[src/rtl/seq_alu_result_checker_sat_counter.sv]
// rtl/seq_alu_result_checker_sat_counter.sv - saturating up-counter with synchronous clear
module sat_counter #(
    parameter int W = 16
) (
    input  logic         clk,
    input  logic         rst,
    input  logic         inc,
    input  logic         clr,
    output logic [W-1:0] count
);

    // Clear wins over increment; the count sticks at all-ones instead of wrapping
    always_ff @(posedge clk or negedge rst) begin
        if (!rst) begin
            count <= '0;
        end else if (clr) begin
            count <= '0;
        end else if (inc && (count != {W{1'b1}})) begin
            count <= count + W'(1);
        end
    end

endmodule

[config.mk]
export PLATFORM = sky130hd
export DESIGN_NAME = sat_counter
export DESIGN_NICKNAME = d
export VERILOG_FILES = /design/src/rtl/seq_alu_result_checker_sat_counter.sv
export SDC_FILE = /design/constraint.sdc
export NUM_CORES = 1
export LEC_CHECK = 0
export ABC_CLOCK_PERIOD_IN_PS = 3100
export CORE_UTILIZATION = 53
export DETAILED_ROUTE_END_ITERATION = 6
export GPL_TIMING_DRIVEN = 0
export PLACE_DENSITY = 0.88
export SYNTH_ARGS = -nofsm -noshare
export SYNTH_HDL_FRONTEND = slang
export SYNTH_SLANG_ARGS = --single-unit
[constraint.sdc]
create_clock -name clk -period 3.1 [get_ports clk]
set_input_delay 0.465 -clock clk [delete_from_list [all_inputs] [get_ports clk]]
set_output_delay 0.465 -clock clk [all_outputs]
set_load 0.01 [all_outputs]
==> results of run 1 <==
## final timing paths
| kind | start | to | slack (ps) | depth (start not counted) |
|---|---|---|---|---|
| max in group asynchronous | rst | count[9]$_DFFE_PN0P_ | 2050 | 1 |
| worst max-delay path | count[0]$_DFFE_PN0P_ | count[15]$_DFFE_PN0P_ | 1120 | 5 |
| worst max register to register | count[0]$_DFFE_PN0P_ | count[15]$_DFFE_PN0P_ | 1120 | 5 |
| worst min-delay path | rst | count[15]$_DFFE_PN0P_ | 600 | 1 |
| min in group clk | count[14]$_DFFE_PN0P_ | count[14]$_DFFE_PN0P_ | 610 | 2 |
| worst min register to register | count[14]$_DFFE_PN0P_ | count[14]$_DFFE_PN0P_ | 610 | 2 |
## layout make-up
type / count / area (sq um) / share of cell area [%]
well taps: 16 / 20.0 / 1.70
multi-input cells: 74 / 504 / 42.9
plain buffers: 5 / 26.3 / 2.24
repair buffers: 19 / 190 / 16.2
flip-flops and latches: 16 / 400 / 34.1
inverters: 3 / 11.3 / 0.958
clock buffers: 3 / 22.5 / 1.92
## critical path: cells and delay by family, from the launching register on
kind | cells | cell delay (ps)
and+or+nand+nor | 3 | 850
DFF | 1 | 430
muxes | 1 | 330
adders and majority gates | 1 | 260
## logic make-up (layout without fill, tap and decap cells)
group / Yosys count / after routing / share of synthesized area, %
AOI/OAI and AO/OA: 24 / 24 / 16.2
adders and majority gates: 1 / 1 / 1.33
buffers and inverters: 8 / 30 / 3.98
DFF: 16 / 16 / 42.5
muxes: 4 / 4 / 4.78
and+or+nand+nor: 45 / 45 / 31.2
## stage by stage
step / setup slack, ps / cells / instance area, sq um / utilization (%)
2_1_floorplan: 1300 / 98 / 942 / -
3_3_place_gp: 873 / 133 / 1150 / 73.1
3_5_place_dp: 861 / 133 / 1150 / 73.1
4_1_cts: 1150 / 136 / 1170 / 74.5
5_1_grt: 966 / 136 / 1170 / 74.5
6_report: 1120 / 136 / 1170 / 74.5
## placed cells by master, fill, tap and decap left out, types with 3 or more instances in the layout
cell             synthesis  layout
a21oi_1                 11      11
clkbuf_1                 4       4
clkbuf_4                 0       3
clkdlybuf4s50_1          0      19
dfrtp_1                 16      16
inv_1                    3       3
mux2_1                   4       4
nand2_1                  6       6
nand3_1                  3       3
nand4_1                  6       6
nor2_1                   4       4
nor2b_1                  4       4
nor4_1                   4       4
o21ai_1                  3       3
o31ai_1                  7       7
or4_1                    5       5
## routing by layer
metal,routed length (microns),vias to the layer above,track usage (%)
met5,0,-,0
met4,42,0,11.5
met3,162,7,2.86
met2,1060,45,40.3
met1,963,438,37.4
li1,-,428,-
## where the power goes
part           total [W]  switching [W]  internal, W
Clock           0.000109      0.0000636    0.0000452
Sequential      0.000213     0.00000264     0.000210
Combinational  0.0000289      0.0000180    0.0000109
Total           0.000351      0.0000843     0.000266
==> results.sh, run 1 <==
export IMPL_htreeDepth=1
export IMPL_finalHoldViolCount=0
export IMPL_whs_ps=598
export IMPL_route_vias_total=918
export IMPL_path_class="flip-flop to flip-flop"
export IMPL_ys_seq_area_share_pct=42.5
export IMPL_final_nets=127
export IMPL_clk_latency_ps=280
export IMPL_gp_congestion=0.825
export IMPL_synth_top_cell_by_area="dfrtp_1"
export IMPL_reg_largest_list="count x16"
export IMPL_p_leak_nw=0.462
export IMPL_cts_sinks=16
export IMPL_fmax_mhz=506
export IMPL_crit_path_end_kind="flip-flop"
export IMPL_post_cts_repair_setup_buffers=0
export IMPL_cts_tree="done"
export IMPL_synthCells=98
export IMPL_worst_clock_skew_ps=0.535
export IMPL_vias_per_cell=6.75
export IMPL_fp_row_count=14
export IMPL_ys_warn_count=0
export IMPL_critPathMaxFanout=10
export IMPL_dpl_hpwl_mm=1.58
export IMPL_first_global_vias=832
export IMPL_core_area_sq_um=1580
export IMPL_postCtsHoldBufs=0
export IMPL_track_usage_pct=26.2
export IMPL_synth_most_common_cell="dfrtp_1"
export IMPL_antenna_found_initial=0
export IMPL_die_y_microns=44.2
export IMPL_start_util_pct=59.8
export IMPL_grt_start_max_net_pins=17
export IMPL_cp_arrival_ps=2150
export IMPL_port_buffers=19
export IMPL_syn_avg_cell_area_sq_um=9.61
export IMPL_cts_root_buf="clkbuf_4"
export IMPL_fin_crit_ps=1980
export IMPL_rsz0062_at_grt="no"
export IMPL_die_x_microns=44.2
export IMPL_cts_resized=0
export IMPL_tns_ps=0
export IMPL_largest_register_ff_count=16
export IMPL_area_growth_pct=24.7
export IMPL_worstPathRequired_ps=3280
export IMPL_synth_distinct_cells=28
export IMPL_slew_viol_final=0
export IMPL_syn_area_sq_um=942
export IMPL_synth_common_cells="dfrtp_1 (16), a21oi_1 (11), o31ai_1 (7), nand2_1 (6), nand4_1 (6)"
export IMPL_power_total_w=0.000351
export IMPL_finalSetupViolCount=0
export IMPL_yosys_most_used_dff="dfrtp_1"
export IMPL_period_share_pct=63.7
export IMPL_peakVddDrop_mv=0.228
export IMPL_outcome="completed"
export IMPL_worstSetupStartpointType="flip-flop"
export IMPL_diodes=0
export IMPL_cpPeakStageDelay_ps=550
export IMPL_dr_first_iter_drc_count=49
export IMPL_relSlewSlack_pct=52.4
export IMPL_worstMarginPinSlew_ps=712
export IMPL_synth_edf_count=0
export IMPL_drt_drc_violations_left=0
export IMPL_wl_per_cell_microns=16.4
export IMPL_antenna_left=0
export IMPL_overflow=0
export IMPL_drive_above_1_share_pct=10.8
export IMPL_fillCellCount=109
export IMPL_synthArstFlopShare_pct=100
export IMPL_path_clk_slew_ps=90
export IMPL_slowest_stage="nor4_4"
export IMPL_hold_path_class="input pin to async pin"
export IMPL_pin_count=20
export IMPL_regMostFlops="count"
export IMPL_synth_top_cell_area_share_pct=42.5
export IMPL_grt_pass1_wl_mm=3.76
export IMPL_power_density_nw_per_um2=299
export IMPL_synth_fp_nets=103
export IMPL_crit_chain="ha_1 -> nand4_2 -> nor4_4 -> nor4_1 -> mux2_1"
export IMPL_numCtsBuffers=3
export IMPL_clockBufferDepth=2
export IMPL_synth_seq_cells=16
export IMPL_drv_cap=0
export IMPL_dieArea_sq_um=1950
export IMPL_dr_pass1_iters=4
export IMPL_ys_top_cells_by_area="dfrtp_1 (42%), a21oi_1 (5.8%), o31ai_1 (5.6%)"
export IMPL_routed_wirelength_mm=2.23
(Power assumes the default switching activity.)
==> inputs of run 2 (changes only) <==
--- a/config.mk
+++ b/config.mk
@@ -5,11 +5,11 @@
 export SDC_FILE = /design/constraint.sdc
 export NUM_CORES = 1
 export LEC_CHECK = 0
-export ABC_CLOCK_PERIOD_IN_PS = 3100
-export CORE_UTILIZATION = 53
+export ABC_CLOCK_PERIOD_IN_PS = 2000
+export CORE_UTILIZATION = 49
 export DETAILED_ROUTE_END_ITERATION = 6
 export GPL_TIMING_DRIVEN = 0
-export PLACE_DENSITY = 0.88
+export PLACE_DENSITY = 0.82
 export SYNTH_ARGS = -nofsm -noshare
 export SYNTH_HDL_FRONTEND = slang
 export SYNTH_SLANG_ARGS = --single-unit
==> constraint.sdc (replaced) <==
create_clock -name clk -period 2 [get_ports clk]
set_input_delay 0.3 -clock clk [delete_from_list [all_inputs] [get_ports clk]]
set_output_delay 0.3 -clock clk [all_outputs]
set_load 0.01 [all_outputs]
==> results.sh, run 2 (same netlist as run 1, synthesis figures left out) <==
export IMPL_fmax_mhz=528
export IMPL_p_int_w=0.000454
export IMPL_setup_slack_ps=104
export IMPL_peakVddDrop_mv=0.351
export IMPL_port_buffers=19
export IMPL_fp_row_count=15
export IMPL_rr_worst_depth=5
export IMPL_crit_path_end_kind="flip-flop"
export IMPL_first_global_vias=789
export IMPL_clk_latency_ps=300
export IMPL_clockBufferDepth=2
export IMPL_wl_per_cell_microns=14.9
export IMPL_hold_path_class="input pin to async pin"
export IMPL_path_clk_slew_ps=110
export IMPL_final_nets=127
export IMPL_final_common_cell="clkdlybuf4s50_1"
export IMPL_pwr_share_clk_pct=37.6
export IMPL_track_usage_pct=23.7
export IMPL_area_growth_pct=27.4
export IMPL_die_y_microns=45.9
export IMPL_route_vias_total=904
export IMPL_p_leak_nw=0.470
export IMPL_dpl_hpwl_mm=1.48
export IMPL_cp_arrival_ps=2090
export IMPL_gp_congestion=0.805
export IMPL_antenna_found_initial=0
export IMPL_fin_crit_ps=1900
export IMPL_start_util_pct=53.4
export IMPL_worst_clock_skew_ps=9.26
export IMPL_dr_pass1_iters=4
export IMPL_htreeDepth=1
export IMPL_finalSetupViolCount=0
export IMPL_regMostFlops="count"
export IMPL_pin_count=20
export IMPL_period_share_pct=94.8
export IMPL_cts_root_buf="clkbuf_4"
export IMPL_finalNonFillerCells=146
export IMPL_cts_tree="done"
export IMPL_worstMarginPinSlew_ps=742
export IMPL_die_x_microns=45.9
export IMPL_preCtsSetupSlack_ps=-88.0
export IMPL_pwr_share_comb_pct=7.3
export IMPL_mostFrequentLayoutCells="clkdlybuf4s50_1 (19), dfrtp_1 (16), a21oi_1 (11), o31ai_1 (7)"
export IMPL_swShare_pct=24.3
export IMPL_slew_viol_final=0
export IMPL_dieArea_sq_um=2100
export IMPL_post_cts_repair_setup_buffers=0
export IMPL_grt_start_max_net_pins=17
export IMPL_relSlewSlack_pct=50.4
export IMPL_outcome="completed"
export IMPL_fin_util_pct=68.0
export IMPL_drive_above_1_share_pct=11.6
export IMPL_worstPathRequired_ps=2190
export IMPL_dp_cells=142
export IMPL_power_total_w=0.000600
export IMPL_largest_register_ff_count=16
export IMPL_grt_pass1_wl_mm=3.61
export IMPL_cts_sinks=16
export IMPL_routed_wirelength_mm=2.17
export IMPL_worstSetupStartpointType="flip-flop"
export IMPL_finalHoldViolCount=0
export IMPL_reg_largest_list="count x16"
export IMPL_vias_per_cell=6.19
export IMPL_core_area_sq_um=1760
export IMPL_antenna_left=0
export IMPL_path_class="flip-flop to flip-flop"
export IMPL_critPathMaxFanout=10
export IMPL_dr_first_iter_drc_count=21
export IMPL_drt_drc_violations_left=0
export IMPL_numCtsBuffers=3
export IMPL_diodes=0
export IMPL_power_density_nw_per_um2=500
export IMPL_switching_power_w=0.000146
export IMPL_p_seq_share_pct=55.1
export IMPL_drv_cap=0
export IMPL_overflow=0
export IMPL_whs_ps=426
export IMPL_rsz0062_at_grt="no"
run 2: worst max-delay path, stage by stage, from the launching register on:
cell and delay (ps):
dfrtp_1 440, ha_1 250, nand4_2 150, nor4_4 470, nor4_1 150, mux2_1 340
run 2: metrics by stage:
stage | TNS (ps) | area (sq um)
final | 0 | 1200
after global routing | 0 | 1200
after CTS | 0 | 1200
after detailed placement | -162 | 1160
after global placement | -108 | 1160
after floorplan | 0 | 942
run 2: path summary, 6_finish.rpt:
kind                            slack [ps]            startpoint                     to
max in group asynchronous             1100                   rst   count[6]$_DFFE_PN0P_
worst max register to register         100  count[0]$_DFFE_PN0P_  count[15]$_DFFE_PN0P_
worst min register to register         620  count[1]$_DFFE_PN0P_   count[1]$_DFFE_PN0P_
min in group clk                       620  count[1]$_DFFE_PN0P_   count[1]$_DFFE_PN0P_
worst min-delay path                   430                   rst  count[13]$_DFFE_PN0P_
worst max-delay path                   100  count[0]$_DFFE_PN0P_  count[15]$_DFFE_PN0P_
run 2: area by class of cell:
| cell class | instances | area [sq um] |
|---|---|---|
| sequential | 16 | 400 |
| tap | 25 | 31.3 |
| inverter | 3 | 11.3 |
| multi-input combinational | 74 | 504 |
| timing repair buffer | 19 | 190 |
| buffer | 5 | 26.3 |
| clock buffer | 4 | 36.3 |
| fill | 160 | 564 |
run 2: power groups by stage:
stage	Sequential, W	Combinational, W	Clock (W)
floorplan	0.000337	0.0000182	0
global placement	0.000337	0.0000436	0
detailed placement	0.000337	0.0000440	0
CTS	0.000330	0.0000443	0.000221
global route	0.000331	0.0000493	0.000236
finish	0.000330	0.0000440	0.000225
run 2: layer usage:
metal  global-route usage (%)  share of wire (%)  routed length, microns  up-vias
li1                         -                  -                       -      427
met1                     29.5                 45                     982      435
met2                     41.7                 48                    1040       35
met3                     2.38                4.8                     105        7
met4                     8.82                1.9                      42        0
met5                        0                  0                       0        -
run 2: what timing repair did:
action	in CTS	in global routing
gates resized for setup	0	0
endpoints found under the setup margin	0	12
hold buffers	0	0
